--- config.mk ---
export PLATFORM = sky130hd
export DESIGN_NAME = lcd_nibble_driver
export DESIGN_NICKNAME = d
export VERILOG_FILES = /design/src/rtl/lcd_nibble_driver.sv
export SDC_FILE = /design/constraint.sdc
export NUM_CORES = 1
export LEC_CHECK = 0
export ABC_AREA = 1
export ABC_CLOCK_PERIOD_IN_PS = 2300
export BUFFER_PORTS_ARGS = -buffer_cell sky130_fd_sc_hd__buf_2
export CORE_ASPECT_RATIO = 1.5
export CORE_MARGIN = 1
export CORE_UTILIZATION = 35
export CTS_BUF_LIST = sky130_fd_sc_hd__clkbuf_8
export DETAILED_ROUTE_END_ITERATION = 7
export GPL_ROUTABILITY_DRIVEN = 0
export PLACE_DENSITY = 0.6
export SKIP_LAST_GASP = 1
export SYNTH_ARGS = -nofsm -noshare
export SYNTH_HDL_FRONTEND = slang
export SYNTH_SLANG_ARGS = --single-unit
--- constraint.sdc ---
create_clock -name Clock -period 2.3 [get_ports Clock]
set_clock_uncertainty 0.1 [all_clocks]
set_input_delay 0.115 -clock Clock [delete_from_list [all_inputs] [get_ports Clock]]
set_output_delay 0.115 -clock Clock [all_outputs]
set_load 0.005 [all_outputs]
--- src/rtl/lcd_nibble_driver.sv ---
// ---------------------------------------------------------------------------
// lcd_nibble_driver
//
// Drives the Spartan-3E character LCD through its 4-bit interface for MiniAlu.
// After reset the block waits for the LCD to power up and then plays the
// 4-bit initialisation nibbles (3, 3, 3, 2). After that it accepts whole bytes
// through a write/ready handshake. Each byte is sent as a high nibble and then
// a low nibble. Every nibble is one E strobe, framed by setup, hold and wait
// times.
//
// Ports
//   Clock                    system clock
//   Reset                    synchronous, active-high reset
//   iWrite                   byte write request, sampled only while oReady=1
//   iData[7:0]               byte to send, captured together with iWrite
//   iRS                      register select for the byte (0 cmd, 1 data)
//   oReady                   high when a new byte can be accepted
//   oLCD_Enabled             LCD E strobe
//   oLCD_RegisterSelect      LCD RS
//   oLCD_StrataFlashControl  StrataFlash CE, held at 1 so the LCD owns the bus
//   oLCD_ReadWrite           LCD R/W, held at 0 (write only)
//   oLCD_Data[3:0]           LCD DB[7:4]
// ---------------------------------------------------------------------------
module lcd_nibble_driver #(
    parameter int P_SETUP      = 2,
    parameter int P_PULSE      = 12,
    parameter int P_HOLD       = 1,
    parameter int P_NIBBLE_GAP = 50,
    parameter int P_BYTE_GAP   = 2000,
    parameter int P_POWERUP    = 750000,
    parameter int P_INIT_LONG  = 205000,
    parameter int P_INIT_MID   = 5000,
    parameter int P_INIT_SHORT = 2000,
    parameter int P_CNT_W      = 20
) (
    input  logic       Clock,
    input  logic       Reset,
    input  logic       iWrite,
    input  logic [7:0] iData,
    input  logic       iRS,
    output logic       oReady,
    output logic       oLCD_Enabled,
    output logic       oLCD_RegisterSelect,
    output logic       oLCD_StrataFlashControl,
    output logic       oLCD_ReadWrite,
    output logic [3:0] oLCD_Data
);

    typedef enum logic [2:0] {
        PWR_WAIT,
        SETUP,
        PULSE,
        HOLD,
        WAIT,
        IDLE
    } state_t;

    // Terminal counts: every state counts 0..len-1 and leaves on len-1.
    localparam logic [P_CNT_W-1:0] L_SETUP      = P_CNT_W'(P_SETUP - 1);
    localparam logic [P_CNT_W-1:0] L_PULSE      = P_CNT_W'(P_PULSE - 1);
    localparam logic [P_CNT_W-1:0] L_HOLD       = P_CNT_W'(P_HOLD - 1);
    localparam logic [P_CNT_W-1:0] L_NIBBLE_GAP = P_CNT_W'(P_NIBBLE_GAP - 1);
    localparam logic [P_CNT_W-1:0] L_BYTE_GAP   = P_CNT_W'(P_BYTE_GAP - 1);
    localparam logic [P_CNT_W-1:0] L_POWERUP    = P_CNT_W'(P_POWERUP - 1);
    localparam logic [P_CNT_W-1:0] L_INIT_LONG  = P_CNT_W'(P_INIT_LONG - 1);
    localparam logic [P_CNT_W-1:0] L_INIT_MID   = P_CNT_W'(P_INIT_MID - 1);
    localparam logic [P_CNT_W-1:0] L_INIT_SHORT = P_CNT_W'(P_INIT_SHORT - 1);

    // Nibble step index: 0..3 are the init nibbles, 4 is the high nibble of
    // the captured byte and 5 is its low nibble. The step selects both the
    // nibble value and the length of the WAIT that follows it.
    localparam logic [2:0] STEP_LAST_INIT = 3'd3;
    localparam logic [2:0] STEP_HIGH      = 3'd4;
    localparam logic [2:0] STEP_LOW       = 3'd5;

    state_t             state_q, state_d;
    logic [P_CNT_W-1:0] cnt_q, cnt_d;
    logic [2:0]         step_q, step_d;
    logic [7:0]         byte_q, byte_d;
    logic               byte_rs_q, byte_rs_d;
    logic               ready_q, ready_d;
    logic               en_q, en_d;
    logic               rs_q, rs_d;
    logic [3:0]         data_q, data_d;

    logic [P_CNT_W-1:0] last_cnt;
    logic               at_last;

    // Value put on DB[7:4] for a given step.
    function automatic logic [3:0] nibble_for(input logic [2:0] step,
                                              input logic [7:0] byte_val);
        logic [3:0] nib;
        case (step)
            3'd0, 3'd1, 3'd2: nib = 4'h3;
            3'd3:             nib = 4'h2;
            STEP_HIGH:        nib = byte_val[7:4];
            default:          nib = byte_val[3:0];
        endcase
        return nib;
    endfunction

    // Length of the WAIT that follows the nibble of a given step.
    function automatic logic [P_CNT_W-1:0] wait_last_for(input logic [2:0] step);
        logic [P_CNT_W-1:0] len;
        case (step)
            3'd0:      len = L_INIT_LONG;
            3'd1:      len = L_INIT_MID;
            3'd2, 3'd3: len = L_INIT_SHORT;
            STEP_HIGH: len = L_NIBBLE_GAP;
            default:   len = L_BYTE_GAP;
        endcase
        return len;
    endfunction

    always_comb begin
        last_cnt = '0;
        case (state_q)
            PWR_WAIT: last_cnt = L_POWERUP;
            SETUP:    last_cnt = L_SETUP;
            PULSE:    last_cnt = L_PULSE;
            HOLD:     last_cnt = L_HOLD;
            WAIT:     last_cnt = wait_last_for(step_q);
            default:  last_cnt = '0;
        endcase
        at_last = (cnt_q == last_cnt);
    end

    always_comb begin
        state_d   = state_q;
        cnt_d     = cnt_q + 1'b1;
        step_d    = step_q;
        byte_d    = byte_q;
        byte_rs_d = byte_rs_q;
        rs_d      = rs_q;
        data_d    = data_q;

        case (state_q)
            PWR_WAIT: begin
                if (at_last) begin
                    state_d = SETUP;
                    step_d  = 3'd0;
                end
            end
            SETUP: begin
                if (at_last) state_d = PULSE;
            end
            PULSE: begin
                if (at_last) state_d = HOLD;
            end
            HOLD: begin
                if (at_last) state_d = WAIT;
            end
            WAIT: begin
                if (at_last) begin
                    if (step_q == STEP_LAST_INIT || step_q == STEP_LOW) begin
                        state_d = IDLE;
                    end else begin
                        state_d = SETUP;
                        step_d  = step_q + 3'd1;
                    end
                end
            end
            IDLE: begin
                if (iWrite) begin
                    state_d   = SETUP;
                    step_d    = STEP_HIGH;
                    byte_d    = iData;
                    byte_rs_d = iRS;
                end
            end
            default: begin
                state_d = PWR_WAIT;
            end
        endcase

        if (state_d != state_q) cnt_d = '0;

        // Pins change only when a nibble starts; they keep their last value
        // through WAIT and IDLE.
        if (state_d == SETUP && state_q != SETUP) begin
            data_d = nibble_for(step_d, byte_d);
            rs_d   = (step_d >= STEP_HIGH) ? byte_rs_d : 1'b0;
        end

        en_d    = (state_d == PULSE);
        ready_d = (state_d == IDLE);
    end

    always_ff @(posedge Clock) begin
        if (Reset) begin
            state_q   <= PWR_WAIT;
            cnt_q     <= '0;
            step_q    <= 3'd0;
            byte_q    <= 8'h00;
            byte_rs_q <= 1'b0;
            ready_q   <= 1'b0;
            en_q      <= 1'b0;
            rs_q      <= 1'b0;
            data_q    <= 4'h0;
        end else begin
            state_q   <= state_d;
            cnt_q     <= cnt_d;
            step_q    <= step_d;
            byte_q    <= byte_d;
            byte_rs_q <= byte_rs_d;
            ready_q   <= ready_d;
            en_q      <= en_d;
            rs_q      <= rs_d;
            data_q    <= data_d;
        end
    end

    assign oReady                  = ready_q;
    assign oLCD_Enabled            = en_q;
    assign oLCD_RegisterSelect     = rs_q;
    assign oLCD_Data               = data_q;
    assign oLCD_StrataFlashControl = 1'b1;
    assign oLCD_ReadWrite          = 1'b0;

endmodule

## After elaboration in Yosys (flattened, before gate mapping)

Cells that the tools add are included.

- Flip-flop bits (word level): 42
- Bits in latches: 0
- Memory bits (writable): 0
- Memory bits (read-only): 0
- Input port bits: 12
- Output and inout bits: 9
- Memories kept: 0

- $add $sub $neg: 2
- Multipliers: 0
- Divide/modulo/power cells: 0
- $lt $le $gt $ge: 1
- Eq/ne operators: 19
- Shift operators: 0
- Mux-type cells: 21
- Bitwise logic cells: 0
- Reduce and logical (&&, ||, !) cells: 7

Operator list:

| kind | number |
|---|---|
| 20-bit one-hot mux with 4 select lines | 1 |
| 18-bit one-hot mux with 3 select lines | 1 |
| 3-bit two-way mux | 11 |
| 20-bit by 1-bit adder with 20-bit output (second input constant) | 1 |
| 20-bit == test | 1 |
| 3-bit by 2-bit == test with 1-bit output (second input constant) | 6 |
| 3-bit == test (second input constant) | 6 |
| 3-bit one-hot mux with 6 select lines | 1 |
| 8-bit two-way mux | 2 |
| 3-bit by 1-bit == test with 1-bit output (second input constant) | 4 |
| 4-bit one-hot mux with 3 select lines | 1 |
| 3-bit logical NOT | 3 |
| 3-bit one-hot mux with 3 select lines | 1 |
| 3-bit by 1-bit adder with 3-bit output (second input constant) | 1 |
| 3-bit greater-or-equal comparator (second input constant) | 1 |
| 1-bit two-way mux | 3 |
| 3-bit by 1-bit != test with 1-bit output (second input constant) | 1 |
| 3-bit != test | 1 |
| 3-bit OR reduction | 1 |
| 2-bit OR reduction | 1 |
| 1-bit logical AND | 1 |
| 1-bit logical OR | 1 |

## Longest topological paths before layout

Gate-level depths: netlist (run 1).

- Depth after elaboration: 9
- Mapped depth: 22
- Gate-level depth less buffers: 21

## Worst setup path before layout (run 1)

No wires, ideal clock.

- Path kind: register to register
- From: reg state_q[0]
- To: reg cnt_q[13]
- Arrival: 1.915 ns
- Required time: 2.064 ns
- Path slack: 0.148 ns
- Stages on the path, launching flop included: 16
- Buffers on the path: 3
- Cells stage by stage: dfxtp_1 -> buf_6 -> nor2_4 -> buf_6 -> nand3_1 -> nand2_1 -> nand2_1 -> nor2_1 -> nand3_1 -> nor2_1 -> nand2_1 -> o21ai_1 -> nand3_2 -> o21ai_1 -> buf_4 -> nor3_1

- Longest elaborated chain between the ends: 7
- Elaborated cells on any way between the ends: 17
- Classes of those cells: 7 x eq/ne; 8 x mux; 2 x reduce/logical

RTL lines:

| item | RTL line | source |
|---|---|---|
| start, declared | 76 | `state_t state_q, state_d;` |
| start signal, assigned | 201 | `state_q <= state_d;` |
| 3-bit == test (tied with other cells) | 117, 137 |  |
| 20-bit one-hot mux with 4 select lines | 117 | `case (state_q)` |
| 20-bit == test | 125 | `at_last = (cnt_q == last_cnt);` |
| 3-bit two-way mux, on equally long branches | -- |  |
| 3-bit one-hot mux with 6 select lines | 137 | `case (state_q)` |
| 3-bit != test (*) | 176 | `if (state_d != state_q) cnt_d = '0;` |
| 2-bit OR reduction (no source line) (*) | -- |  |
| end signal, assigned | 202 | `cnt_q <= cnt_d;` |
| end, declared | 77 | `logic [P_CNT_W-1:0] cnt_q, cnt_d;` |

Every way passes the cells marked *; elsewhere a longest branch is shown, timed or not.
A chain may end at the register's enable or synchronous reset.

## Worst setup path after layout (run 1)

- From: reg state_q[0]
- To: reg cnt_q[0]

Same word-level chain as after synthesis.

==> results of run 1 <==
## through the flow
stage / util, % / power, mW / setup TNS (ns) / cells / hold slack (ns)
6_report: 51.4 / 1.40 / -1.95 / 587 / 0.115
5_1_grt: 51.4 / 1.45 / -5.27 / 587 / 0.125
4_1_cts: 48.6 / 1.41 / -0.164 / 582 / 0.106
3_5_place_dp: 43.3 / 0.797 / -1.09 / 561 / 0.276
3_3_place_gp: 43.3 / 0.796 / -1.16 / 561 / 0.268
2_1_floorplan: - / 0.781 / 0 / 405 / 0.170
## where the power goes
part	switching, mW	leakage (nW)	internal [mW]
sequential	0.00512	0.343	0.727
clock	0.254	0.0573	0.347
combinational	0.0354	1.33	0.0290
total	0.295	1.73	1.10
## registers in the layout (all words and copies together), names as in the netlist
signal	flops
oLCD_Data	4
byte_q	8
state_q	3
oLCD_Enabled	1
byte_rs_q	1
step_q	3
cnt_q	20
oLCD_RegisterSelect	1
oReady	1
## kinds of logic after synthesis
kind of cell / after synthesis
AND/OR/NAND/NOR: 253
buffers and inverters: 68
flip-flops: 42
AO/OA/AOI/OAI: 25
multiplexers: 8
XOR/XNOR: 6
other: 2
adder cells (fa/ha/maj): 1
## worst max-delay path by stage
stage	startpoint	end	slack, ns	cells after the start
after floorplan	state_q[0]$_SDFF_PP0_	cnt_q[13]$_SDFF_PP0_	0.15	15
after global placement	state_q[1]$_SDFF_PP0_	oLCD_RegisterSelect$_SDFFE_PP0P_	-0.13	15
after detailed placement	cnt_q[0]$_SDFF_PP0_	cnt_q[19]$_SDFF_PP0_	-0.13	11
after CTS	state_q[0]$_SDFF_PP0_	cnt_q[4]$_SDFF_PP0_	-0.02	17
after global routing	state_q[0]$_SDFF_PP0_	cnt_q[1]$_SDFF_PP0_	-0.23	16
final	state_q[0]$_SDFF_PP0_	cnt_q[0]$_SDFF_PP0_	-0.13	17
## cell usage in the layout, fill, tap and decap left out, types with 2 or more instances in the layout
master         count
inv_1             46
conb_1             2
nand2_1           80
o21ai_2            2
dfxtp_4            3
buf_6              5
o21ai_0            7
nand3_2            9
nor2_1            58
nor3_1             8
dfxtp_2            3
nor2_8             2
a21oi_2            4
inv_2              7
xor2_1             5
nor3b_2            4
nor2_2             9
nand2_2           25
nand3_4            3
dfxtp_1           36
nor3_2             3
mux2i_1            8
nand3_1           31
dlygate4sd3_1      8
inv_4              4
nand3b_1           4
clkbuf_8           6
a21oi_4            2
buf_2             20
nor2_4             5
nand2_4            4
a21oi_1            7
nand4_1            5
buf_4             49
## final cells by class
| cell class | count | area (sq um) |
|---|---|---|
| Fill cell | 717 | 3510 |
| Multi-Input combinational cell | 296 | 1750 |
| Sequential cell | 42 | 856 |
| Timing Repair Buffer | 84 | 639 |
| Inverter | 58 | 228 |
| Tap cell | 100 | 125 |
| Clock buffer | 6 | 82.6 |
| Clock inverter | 1 | 30.0 |
## per-layer routing
layer | vias to the layer above | GRT usage [%] | part of all wire (%)
li1 | 1436 | - | -
met1 | 1274 | 19.0 | 38
met2 | 60 | 36.8 | 56
met3 | 26 | 2.89 | 2.8
met4 | 0 | 10.8 | 4.1
met5 | - | 0 | 0
## worst max-delay path, cell delays in order, from the launching register on
cell and delay, ns:
dfxtp_4 0.37, nor2_4 0.12, buf_12 0.14, buf_8 0.11, nand2_2 0.05, nand2_1 0.07
nand2_2 0.06, nor2_2 0.13, nand3_1 0.07, nor2_1 0.14, nand2_2 0.10, buf_4 0.14
buf_4 0.13, nand2_2 0.06, a21oi_2 0.05, o21ai_2 0.15, buf_2 0.25, nor2_1 0.05
## repair_timing
action | 4_1_cts | 5_1_grt
endpoints found under the setup margin | 27 | 32
hold endpoints to repair | 8 | 0
gates cloned | 1 | 2
buffers inserted | 5 | 4
gates resized for setup | 37 | 45
pin swaps | 11 | 17
hold buffers | 8 | 0
==> run summary, run 1 <==
status = finished, violations left
failing checks = negative setup slack
Via density = 4.76
Routed WL per cell = 12.4 um
DRT Pass-1 Iters = 4
synthesis-to-layout area growth = 41.4%
post-synthesis mux area share = 3.05%
Setup CP Type = flop to flop
Area after DPL = 0.00313 sq mm
top_reg_cell synth = dfxtp_1
antenna viol nets, final = 0
HP Start = Reset
post-synthesis sequential area ratio = 32.0%
Post-synth EDFFs = 0
post-synthesis simple-gate area fraction = 45.6%
Core Region = 0.00723 sq mm
FF-to-FF End = cnt_q[0]$_SDFF_PP0_
RSZ-0062 raised after global routing = yes
Synth top area share = 32.0%
first-pass GRT wire length = 11,600 um
Critical R2R Launch = state_q[0]$_SDFF_PP0_
worst slew pin tran = 0.661 ns
XOR/XNOR share of the synthesized area = 2.00%
Leak = 1.73 nW
max_cap viols = 0
CP Capture Type = flop
Starting Density = 36.3%
clock sink count = 42
share of layout cells above drive strength 1 = 36.1%
Ys Warns = 0
fmax = 412 MHz
Root Buffer = clkbuf_8
clk buf depth = 2
Gate Count Post-Synth = 405
largest family of logic cells by synthesized area = simple AND/OR/NAND/NOR gates
asr flop ratio synth = 0%
CP Launch Type = flop
Total GRT Usage = 19.2%
mean post-synth cell area = 6.48 sq um
pwr dens = 377 mW/mm^2
Commonest cells post-synth = nand2_1 (101), nor2_1 (67), inv_1 (47), dfxtp_1 (42), nand3_1 (39)
synthesized-area fraction occupied by ao, oa, aoi and oai cells = 5.58%
Synth area leaders = dfxtp_1 (32%), nand2_1 (14%), nor2_1 (9.6%)
r2r worst-path depth = 17
final worst-path cycle share = 105%
I/O Buffers = 18
most instantiated library cell after synthesis = nand2_1
vias in the first global route = 2,707
Final #Nets = 500
crit path DAT = 2.52 ns
Final Hold Viols = 0
Adder-Cell Fraction of Synth Area = 0.477%
initial antenna violation count = 0
Worst IR Drop VDD = 0.247 mV
routed wire length = 7290 um
design area = 0.00371 sq mm
Placement Rows = 38
pre-CTS setup slack = -0.134 ns
Die W = 72.7 um
synth unique cells = 38
largest net degree at the start of global routing = 22
via count = 2,796
final worst slack = -0.125 ns
worst-case hold path end point = step_q[1]$_SDFF_PP0_
fin. max-slew vios = 0
DRC violations left = 0
hold path cells = 2
number of I/O pins = 21
area leader, netlist = dfxtp_1
Post-Syn Nets = 418
Reg2Reg Setup Slack = -0.13 ns
DP HPWL = 5270 um
relative max-transition margin = 55.5%
required time worst endpoint = 2.39 ns
Die Y = 108 um
Clk pin slew, worst setup/hold paths = 0.08 ns
latest clock arrival within the worst-skew pair = 0.29 ns
die area = 0.00786 sq mm
netlist area before placement = 0.00263 sq mm
Max FO, Critical Path = 8
diodes inserted = 0
CTS tree = built
1st-iter DRT viols = 161
gr ovfl total = 0
CTS H-Tree Depth = 2
total clock buffers created by CTS = 5
post-route minimum period = 2.43 ns
Setup violations, final = 25
Hold Path Class = input port to flop
count of state elements after synthesis = 42
Note: power is estimated with default switching activity, not from simulation.
==> run 2, diff against run 1 <==
--- a/config.mk
+++ b/config.mk
@@ -8,13 +8,15 @@
 export ABC_AREA = 1
 export ABC_CLOCK_PERIOD_IN_PS = 2300
 export BUFFER_PORTS_ARGS = -buffer_cell sky130_fd_sc_hd__buf_2
+export CELL_PAD_IN_SITES_DETAIL_PLACEMENT = 2
+export CELL_PAD_IN_SITES_GLOBAL_PLACEMENT = 2
 export CORE_ASPECT_RATIO = 1.5
 export CORE_MARGIN = 1
-export CORE_UTILIZATION = 35
-export CTS_BUF_LIST = sky130_fd_sc_hd__clkbuf_8
+export CORE_UTILIZATION = 31
+export CTS_BUF_LIST = sky130_fd_sc_hd__clkbuf_4
 export DETAILED_ROUTE_END_ITERATION = 7
 export GPL_ROUTABILITY_DRIVEN = 0
-export PLACE_DENSITY = 0.6
+export PLACE_DENSITY = 0.85
 export SKIP_LAST_GASP = 1
 export SYNTH_ARGS = -nofsm -noshare
 export SYNTH_HDL_FRONTEND = slang
==> run 2 against run 1 <==
- the flow still finishes with violations (negative setup slack)
- routed wire length grew 130%
- combinational power grew 48%
- maximum frequency shrank 22%
- sequential share of layout area shrank 2.2 points
==> run summary, run 2 (synthesized netlist as in run 1, its figures left out) <==
DRC violations left = 0
most frequent cells in the layout = nand2_1 (70), buf_4 (59), inv_1 (47)
1st-iter DRT viols = 210
final worst slack = -0.794 ns
worst-case hold path end point = byte_q[1]$_SDFF_PP0_
Die Y = 115 um
I/O Buffers = 18
Setup CP Type = flop to flop
cells along the critical path = nor2_4, buf_6, nand2_8, nand2_2, nand2_1, nor2_1, nand2_1, nor2_2, nand2_2, nor2_4, buf_4, nand3_2, nand2_1, inv_1, nand2_2, a21oi_4, buf_4, nand3b_1, nand3_1, nand2_1, inv_1
fmax = 323 MHz
gr ovfl total = 0
Via density = 5.56
CTS tree = built
clk buf depth = 2
CP Capture Type = flop
RSZ-0062 raised after global routing = yes
M3 GR Usage = 5.18%
DP HPWL = 7680 um
utilization after layout = 50.9%
Overall Power = 1.37 mW
initial antenna violation count = 0
diodes inserted = 0
Final Hold Viols = 0
Leak = 1.89 nW
worst slew pin tran = 0.681 ns
number of I/O pins = 21
routed wire length = 16,700 um
Top reg by flops = cnt_q
Slowest cell on crit path = dfxtp_4
met2 Usage GRT = 60.0%
Crit path largest cell delay = 0.40 ns
busiest layer in global routing = met2
Routed WL per cell = 27.4 um
r2r worst-path depth = 21
Setup violations, final = 33
pwr dens = 332 mW/mm^2
Final Non-Filler Cells = 611
relative max-transition margin = 54.1%
GR Util met1 = 28.8%
design area = 0.00412 sq mm
max reg flops = 20
Placement Rows = 40
Critical R2R Launch = state_q[1]$_SDFF_PP0_
Root Buffer = clkbuf_4
latest clock arrival within the worst-skew pair = 0.41 ns
CP dominant cell by count = nand2_1
Clk pin slew, worst setup/hold paths = 0.14 ns
final worst-path cycle share = 135%
Die W = 77.1 um
Worst IR Drop VDD = 0.366 mV
Total GRT Usage = 31.0%
antenna viol nets, final = 0
CTS H-Tree Depth = 2
vias in the first global route = 3,671
most common cell after layout, fill and taps aside = nand2_1
clock sink count = 42
largest net degree at the start of global routing = 22
Final #Nets = 518
die area = 0.00885 sq mm
via count = 3,396
WHS = 0.0749 ns
synthesis-to-layout area growth = 57.1%
DP Cell Count = 565
share of layout cells above drive strength 1 = 45.3%
max_cap viols = 0
Max FO, Critical Path = 6
Fillers = 900
status = finished, violations left
HP Start = Reset
FF-to-FF End = oLCD_Data[3]$_SDFFE_PP0P_
post-route minimum period = 3.09 ns
fin. max-slew vios = 0
required time worst endpoint = 2.49 ns
DRT Pass-1 Iters = 4
CP Launch Type = flop
Starting Density = 32.4%
crit path DAT = 3.28 ns
Core Region = 0.00811 sq mm
Hold Path Class = input port to flop
first-pass GRT wire length = 20,200 um
failing checks = negative setup slack
hold path cells = 2
total clock buffers created by CTS = 5
Area after DPL = 0.00313 sq mm
Reg2Reg Setup Slack = -0.79 ns
-- run 2: how the worst max path moves through the flow --
stage	slack (ns)	from	endpoint	depth (start not counted)
6_report	-0.79	state_q[1]$_SDFF_PP0_	oLCD_Data[3]$_SDFFE_PP0P_	21
5_1_grt	-0.88	state_q[1]$_SDFF_PP0_	oLCD_Data[3]$_SDFFE_PP0P_	21
4_1_cts	-0.17	state_q[1]$_SDFF_PP0_	oLCD_Data[0]$_SDFFE_PP0P_	21
3_5_place_dp	-0.45	state_q[1]$_SDFF_PP0_	oLCD_Data[0]$_SDFFE_PP0P_	17
3_3_place_gp	-0.36	state_q[1]$_SDFF_PP0_	oLCD_Data[0]$_SDFFE_PP0P_	17
2_1_floorplan	0.15	state_q[0]$_SDFF_PP0_	cnt_q[13]$_SDFF_PP0_	15
-- run 2: per-stage QoR --
stage	TNS (ns)	worst slack (ns)
2_1_floorplan	0	0.148
3_3_place_gp	-4.91	-0.356
3_5_place_dp	-9.36	-0.447
4_1_cts	-2.23	-0.173
5_1_grt	-19.06	-0.881
6_report	-16.12	-0.794
-- run 2: routing by layer --
layer | vias up | wire length (um) | share of wire, %
li1 | 1468 | - | -
met1 | 1702 | 6140 | 37
met2 | 150 | 8750 | 52
met3 | 76 | 666 | 4.0
met4 | 0 | 1160 | 6.9
met5 | - | 0 | 0
-- run 2: critical path, delay by kind of cell, from the launching register on --
| kind | cells | cell delay (ns) |
|---|---|---|
| simple gates | 15 | 1.73 |
| buf+inv | 5 | 0.64 |
| flops | 1 | 0.40 |
| compound gates | 1 | 0.09 |
-- run 2: cell type report --
type                       instances  area, sq um  share of cell area [%]
timing repair buffer             103          863                    20.9
multi-input combinational        295         1960                    47.4
sequential                        42          861                    20.9
inverter                          58          230                    5.58
clock inverter                     1         30.0                   0.728
clock buffer                       7         52.6                    1.27
tap                              105          131                    3.19
-- run 2: timing repair --
item / in CTS / in global routing
hold buffers: 8 / 0
cloned: 0 / 1
endpoints found under the setup margin: 33 / 33
gates resized for setup: 72 / 77
pin swaps: 12 / 30
hold endpoints to repair: 8 / 0
buffers inserted: 14 / 15
-- run 2: power breakdown --
part           switching [mW]  internal [mW]  total (mW)
registers             0.00590          0.726       0.732
clock network           0.286          0.254       0.540
logic                  0.0556         0.0395      0.0951
total                   0.347           1.02        1.37
